$ cat config.mk
export PLATFORM = sky130hd
export DESIGN_NAME = pipe_addsub
export DESIGN_NICKNAME = d
export VERILOG_FILES = /design/src/rtl/pipe_addsub_pkg.sv /design/src/rtl/addsub_slice.sv /design/src/rtl/pipe_addsub.sv
export SDC_FILE = /design/constraint.sdc
export NUM_CORES = 1
export LEC_CHECK = 0
export BUFFER_PORTS_ARGS = -buffer_cell sky130_fd_sc_hd__buf_2
export CAP_MARGIN = 10
export CORE_MARGIN = 2
export CORE_UTILIZATION = 55
export CTS_CLUSTER_DIAMETER = 60
export DETAILED_ROUTE_END_ITERATION = 10
export PLACE_DENSITY_LB_ADDON = 0.2
export SETUP_SLACK_MARGIN = 0.3
export SYNTH_ARGS = -nofsm -noshare
export SYNTH_HDL_FRONTEND = slang
export SYNTH_SLANG_ARGS = --single-unit
$ cat constraint.sdc
create_clock -name clk -period 4.3 [get_ports clk]
set_input_delay 0.43 -clock clk [delete_from_list [all_inputs] [get_ports clk]]
set_output_delay 0.43 -clock clk [all_outputs]
set_load 0.005 [all_outputs]
$ cat src/rtl/pipe_addsub_pkg.sv
// Shared constants and helpers for the pipelined add/subtract unit.
package pipe_addsub_pkg;

  localparam logic OP_ADD = 1'b0;
  localparam logic OP_SUB = !OP_ADD;

  // Width of one carry-chain slice; guarded so a bad STAGES still elaborates to the error.
  function automatic int slice_w(input int width, input int stages);
    return (stages > 0) ? width / stages : width;
  endfunction

endpackage

$ cat src/rtl/addsub_slice.sv
// Combinational S-bit adder slice with carry-in, carry-out and MSB signed overflow.
module addsub_slice #(
  parameter int S = 4
) (
  input  logic [S-1:0] a_i,
  input  logic [S-1:0] b_i,
  input  logic         c_i,
  output logic [S-1:0] sum_o,
  output logic         co_o,
  output logic         ovf_o
);

  assign {co_o, sum_o} = {1'b0, a_i} + {1'b0, b_i} + {{S{1'b0}}, c_i};
  // Only meaningful on the top slice, where b_i is the effective (possibly inverted) B.
  assign ovf_o = (a_i[S-1] == b_i[S-1]) && (sum_o[S-1] != a_i[S-1]);

endmodule

$ cat src/rtl/pipe_addsub.sv
// Pipelined add/subtract: carry chain cut into STAGES equal slices, one per register stage,
// with a single global stall enable for valid/ready backpressure.
module pipe_addsub
  import pipe_addsub_pkg::*;
#(
  parameter int WIDTH  = 8,
  parameter int STAGES = 2
) (
  input  logic             clk,
  input  logic             reset,
  input  logic             in_valid,
  output logic             in_ready,
  input  logic [WIDTH-1:0] value_a,
  input  logic [WIDTH-1:0] value_b,
  input  logic             op_sub,
  output logic             out_valid,
  input  logic             out_ready,
  output logic [WIDTH-1:0] sum_result,
  output logic             sum_carry,
  output logic             sum_ovf
);

  localparam int               S     = slice_w(WIDTH, STAGES);
  localparam logic [WIDTH-1:0] SMASK = WIDTH'({S{1'b1}});

  if (WIDTH < 2) begin : g_bad_width
    $error("pipe_addsub: WIDTH must be >= 2");
  end
  if (STAGES < 1 || STAGES > WIDTH) begin : g_bad_stages
    $error("pipe_addsub: STAGES must be in 1..WIDTH");
  end else if (WIDTH % STAGES != 0) begin : g_bad_div
    $error("pipe_addsub: WIDTH must be divisible by STAGES");
  end

  logic                         en, sub_en, ovf_q;
  logic [STAGES-1:0][WIDTH-1:0] a_q, b_q, r_q;
  logic [STAGES-1:0][WIDTH-1:0] a_in, b_in, r_in, r_nx;
  logic [STAGES-1:0]            vld_q, c_q, v_in, c_in, c_nx, s_ovf;
  logic [STAGES-1:0][S-1:0]     s_sum;

  assign sub_en   = (op_sub == OP_SUB);
  assign en       = !out_valid || out_ready;
  assign in_ready = en && !reset;

  for (genvar k = 0; k < STAGES; k++) begin : g_stage
    if (k == 0) begin : g_head
      assign v_in[0] = in_valid;
      assign a_in[0] = value_a;
      assign b_in[0] = value_b ^ {WIDTH{sub_en}};
      assign c_in[0] = sub_en;
      assign r_in[0] = '0;
    end else begin : g_body
      assign v_in[k] = vld_q[k-1];
      assign a_in[k] = a_q[k-1];
      assign b_in[k] = b_q[k-1];
      assign c_in[k] = c_q[k-1];
      assign r_in[k] = r_q[k-1];
    end

    addsub_slice #(.S(S)) u_slice (
      .a_i  (a_in[k][k*S +: S]),
      .b_i  (b_in[k][k*S +: S]),
      .c_i  (c_in[k]),
      .sum_o(s_sum[k]),
      .co_o (c_nx[k]),
      .ovf_o(s_ovf[k])
    );

    // Drop this stage's slice into the partial result travelling with the token.
    assign r_nx[k] = (r_in[k] & ~(SMASK << (k*S))) | (WIDTH'(s_sum[k]) << (k*S));
  end

  // Whole pipeline advances together; bubbles carry stale data with valid low.
  always_ff @(posedge clk) begin
    if (reset) begin
      vld_q <= '0;
      a_q   <= '0;
      b_q   <= '0;
      r_q   <= '0;
      c_q   <= '0;
      ovf_q <= 1'b0;
    end else if (en) begin
      vld_q <= v_in;
      a_q   <= a_in;
      b_q   <= b_in;
      r_q   <= r_nx;
      c_q   <= c_nx;
      ovf_q <= s_ovf[STAGES-1];
    end
  end

  assign out_valid  = vld_q[STAGES-1];
  assign sum_result = r_q[STAGES-1];
  assign sum_carry  = c_q[STAGES-1];
  assign sum_ovf    = ovf_q;

  // Operand slices already consumed and lower-slice overflow flags have no reader.
  logic unused_bits;
  assign unused_bits = ^{a_q[STAGES-1], b_q[STAGES-1], s_ovf, a_in, b_in};

endmodule

## Word-level counts from Yosys, hierarchy flattened

Cells that the tools add are included.

| word-level totals | value |
|---|---|
| bits in registers | 33 |
| input bits | 21 |
| output and inout port bits | 12 |
| word-level logic and storage cells | 20 |

| operators by class | value |
|---|---|
| add/sub/neg operators | 4 |
| eq/ne operators | 2 |
| bitwise gates (word level) | 2 |
| reduce and logical (&&, ||, !) cells | 5 |

Operators with widths:

| kind | number |
|---|---|
| $add 4x4->5 | 2 |
| $add 5x1->5 | 2 |
| $or 4x8->8 | 1 |
| $xor 8x8->8 | 1 |
| $logic_and 1x1->1 | 2 |
| $logic_not 1->1 | 2 |
| $eq 1x1->1 | 1 |
| $logic_or 1x1->1 | 1 |
| $ne 1x1->1 | 1 |

## Depth between registers and ports, before layout

| depth | value |
|---|---|
| depth in word-level cells | 4 |
| gate-level depth with buffers | 6 |
| gate-level depth less buffers | 6 |

## Hierarchy

Synthesis repeated with hierarchy kept, for this count alone.

| unflattened totals | value |
|---|---|
| cell total of the unflattened synthesis | 153 |
| area, all modules | 1,357.6 µm² |

By module, submodules not included:

| module | instances | cells each | area an instance (µm²) | seq. area each (µm²) |
|---|---|---|---|---|
| pipe_addsub | 1 | 115 | 1,004.7 | 500.5 |
| addsub_slice | 2 | 19 | 176.4 | 0.0 |

## Least setup slack after synthesis

Ideal clock, no wire load.

| path | value |
|---|---|
| path type | in2reg |
| start | input port op_sub |
| end | register c_q[0] |
| setup time | 129 ps |
| data arrival time | 1,688 ps |
| required time | 4,171 ps |
| path slack | 2,484 ps |
| stages on the path | 6 |
| path buffers | 1 |
| cell sequence | buf_6 -> mux2_4 -> fa_1 -> a21o_1 -> a211oi_1 -> nor3_1 |

| on the way | value |
|---|---|
| word-level cells in the longest chain between the ends | 3 |

RTL lines:

| item | RTL line | RTL |
|---|---|---|
| start, declared | pipe_addsub.sv:15 | `input logic op_sub,` |
| $xor 8x8->8 | pipe_addsub.sv:49 | `assign b_in[0] = value_b ^ {WIDTH{sub_en}};` |
| $add 4x4->5 | addsub_slice.sv:13 | `assign {co_o, sum_o} = {1'b0, a_i} + {1'b0, b_i} + {{S{1'b0}}, c_i};` |
| $add 5x1->5 * | addsub_slice.sv:13 |  |
| end signal, assigned | pipe_addsub.sv:87 | `c_q <= c_nx;` |
| end, declared | pipe_addsub.sv:38 | `logic [STAGES-1:0] vld_q, c_q, v_in, c_in, c_nx, s_ovf;` |

Every way passes the cells marked *; elsewhere a longest branch is shown, timed or not.
A chain may end at the register's enable or synchronous reset.

## Final worst setup path

| path | value |
|---|---|
| start | register vld_q[1] |
| end | output port in_ready |

| on the way | value |
|---|---|
| word-level cells in the longest chain between the ends | 3 |

RTL lines:

| item | RTL line | RTL |
|---|---|---|
| start, declared | pipe_addsub.sv:38 |  |
| start signal, assigned | pipe_addsub.sv:83 | `vld_q <= v_in;` |
| $logic_not 1->1 | pipe_addsub.sv:42 | `assign en = !out_valid \|\| out_ready;` |
| $logic_or 1x1->1 | pipe_addsub.sv:42 |  |
| $logic_and 1x1->1 | pipe_addsub.sv:43 | `assign in_ready = en && !reset;` |
| end, declared | pipe_addsub.sv:12 | `output logic in_ready,` |

No other way between the ends.

==> results.tsv <==
stage	metric	value	unit
clock_tree	clock_path_buffers	2	
worst_setup_path	crit_path_start_kind	flip-flop	
routing	routedWlPerCell	12.7	um
power	power.density	334	nW/um^2
hold_path	hold_class	primary input to flip-flop	
worst_setup_path	max_stage_delay	0.50	ns
clock_tree	numCtsBuffers	3	
run	cap_violations	0	
timing	fin_hold_ws	0.332	ns
timing	grt_setup_unrepaired	no	
synth	synth_seq_cells	25	
timing	drv_slew	0	
global_routing	grt_max_degree	33	
placed_design	port_buffers	32	
synth	avgSynthCellArea	8.95	um^2
routing	vias	1055	
worst_setup_path	critPathSlowestCell	nor2b_4	
worst_setup_path	critPathCaptureType	output pin	
worst_setup_path	crit_buf_inv	1	
global_routing	grt_usage	21.4	%
synth	synth_edf_count	0	
global_routing	grt_pass1_vias	981	
synth	syn_area	1270	um^2
worst_setup_path	r2r_slack	2.74	ns
floorplanning	core	2190	um^2
clock_tree	postCtsHoldBufs	0	
timing	setup_tns	0	ns
clock_tree	clock-sinks	25	
floorplanning	ios	33	
floorplanning	start_util	58.0	%
floorplanning	num_rows	17	
placed_design	gp_congestion	0.804	
timing	layout_setup_ws	2.45	ns
global_routing	grt.overflow.total	0	
clock_tree	htree_levels	1	
global_routing	grt_pass1_wl	4300	um
layout	final_nets	200	
clock_tree	ctsResizeCount	0	
synth	ys_seq_area_share	39.4	%
timing	timing.final.crit_share	43.1	%
clock_tree	clock_latency	0.32	ns
layout	drive_gt1_share	24.3	%
worst_setup_path	worstRegToRegCells	4	
layout	fillCellCount	212	
worst_setup_path	crit_arrival	1.42	ns
global_routing	antenna_found_initial	0	
timing	post-route-min-period	1.85	ns
floorplanning	die_w	52.1	um
timing	max_slew_margin	29.9	%
synth	synth.distinct_cells	33	
synth	ys_warn_count	0	
placed_design	place_ws	2.31	ns
routing	wl	2510	um
run_status	outcome	finished clean	
worst_setup_path	endpoint	in_ready	
floorplanning	die_y	52.1	um
floorplanning	dieArea	2710	um^2
timing	max_freq	540	MHz
synth	synthArstFlopShare	0	%
routing	drc	0	
clock_tree	tritoncts	built	
timing	worst_pin_slew	1.05	ns
synth	syn-num-nets	172	
synth	yosysTopAreaCell	dfxtp_1	
worst_setup_path	crit_type	flip-flop to output pin	
worst_setup_path	worstSetupPathDepth	3	
layout	diodes	0	
worst_setup_path	worstPathRequired	3.87	ns
clock_tree	postCtsSetupBuffers	0	
worst_setup_path	critPathMaxFanout	24	
power	ir_worst_vdd	0.170	mV
layout	area.growth.synth_to_final	13.5	%
worst_setup_path	r2r_end	sum_result[5]$_SDFFE_PP0N_	
placed_design	dpl.hpwl	1810	um
routing	drt-initial-drc-count	13	
clock_tree	clk_pin_slew_worst_paths	0.14	ns
synth	netlist_top_cells_count	dfxtp_1 (25), nand2_1 (25), nor2_1 (14)	
power	leakagePower	0.651	nW
worst_setup_path	cp_top_family	simple AND/OR/NAND/NOR gates	
routing	vias_per_cell	5.36	
timing	finalSetupViolCount	0	
synth	netlist_instances	142	
synth	synthFlopType	dfxtp_1	
clock_tree	cts-root-buf	clkbuf_4	
worst_setup_path	cp_cell_sequence	nor2b_4 > nor2_1 > buf_2	
timing	clock_skew	0.000793	ns
worst_setup_path	reg2reg_from	a_in[12]$_SDFFE_PP0N_	
worst_setup_path	cp-startpoint	vld_q[1]$_SDFFE_PP0N_	
routing	ant_nets	0	
synth	synthTopCellsByArea	dfxtp_1 (39%), nand2_1 (7.4%), ha_1 (5.9%)	
routing	dr.pass1.iters	4	
timing	hold_viol_final	0	
synth	synth_top_area_share	39.4	%
-- state kept, by name, summed over array words and instances, names as in the netlist --
signal and count:
a_in 4, b_in 4, c_q 2, r_in 4, sum_ovf 1, sum_result 8, vld_q 2
-- stage by stage --
step / area, um^2 / power, W / std cells / util [%]
after global routing: 1440 / 0.000514 / 197 / 65.8
final: 1440 / 0.000481 / 197 / 65.8
after detailed placement: 1420 / 0.000381 / 193 / 64.6
after CTS: 1440 / 0.000486 / 197 / 65.8
after floorplan: 1270 / 0.000347 / 142 / -
after global placement: 1420 / 0.000376 / 193 / 64.6
-- final cells by class --
type,count,area [um^2],area share (%)
clock buffers,3,22.5,1.56
inverters,3,11.3,0.781
repair buffers,32,160,11.1
flip-flops and latches,25,500,34.7
well taps,28,35.0,2.43
multi-input cells,105,708,49.1
clock inverters,1,5.00,0.347
-- report_power, final --
group | leakage, nW | switching, W | internal [W] | total (W)
clock network | 0.0177 | 0.0000720 | 0.0000349 | 0.000107
registers | 0.207 | 0.0000120 | 0.000255 | 0.000267
logic | 0.426 | 0.0000541 | 0.0000530 | 0.000107
-- metal layers --
metal | part of all wire, % | vias up | global-route usage [%]
met3 | 2.9 | 5 | 2.59
met5 | 0 | - | 0
li1 | - | 543 | -
met4 | 1.8 | 0 | 9.65
met2 | 47 | 20 | 34.0
met1 | 48 | 487 | 29.1
-- placed cells by master (no fill, tap or decap), drive strengths merged --
master    n
buf      32
nand2    25
dfxtp    25
nor2     14
a21oi    13
a211oi    9
xnor2     6
ha        6
xor2      4
nand3b    4
inv       3
fa        3
clkbuf    3
nand2b    2
a21o      2
a2111o    2
o211ai    2
nor2b     2
mux2      1
nor3      1
nand3     1
or4b      1
or2       1
o21ai     1
and2      1
a2111oi   1
nand4     1
nor4bb    1
a31oi     1
clkinv    1
-- worst min path at each step --
stage | to | slack (ns) | start | depth (start not counted)
2_1_floorplan | sum_result[3]$_SDFFE_PP0N_ | 0.43 | r_in[11]$_SDFFE_PP0N_ | 2
3_3_place_gp | sum_result[0]$_SDFFE_PP0N_ | 0.43 | sum_result[0]$_SDFFE_PP0N_ | 2
3_5_place_dp | sum_result[0]$_SDFFE_PP0N_ | 0.44 | sum_result[0]$_SDFFE_PP0N_ | 2
4_1_cts | a_in[14]$_SDFFE_PP0N_ | 0.33 | value_a[6] | 3
5_1_grt | a_in[14]$_SDFFE_PP0N_ | 0.33 | value_a[6] | 3
6_report | a_in[14]$_SDFFE_PP0N_ | 0.33 | value_a[6] | 3
-- worst register-to-register path, cell delays in order (launching register included) --
cell and delay (ns):
dfxtp_1 0.36, fa_1 0.44, inv_1 0.09, fa_1 0.40, a211oi_1 0.19
-- cell families (layout without fill, tap and decap cells) --
family | after synthesis | after routing | synth area share [%]
buffers and inverters | 12 | 39 | 4.92
flip-flops | 25 | 25 | 39.4
XOR/XNOR | 10 | 10 | 6.89
adder cells (fa/ha/maj) | 9 | 9 | 10.6
AND/OR/NAND/NOR | 54 | 54 | 20.4
AO/OA/AOI/OAI | 31 | 31 | 16.6
multiplexers | 1 | 1 | 1.18
No activity file was read; power rests on OpenSTA's default activity.
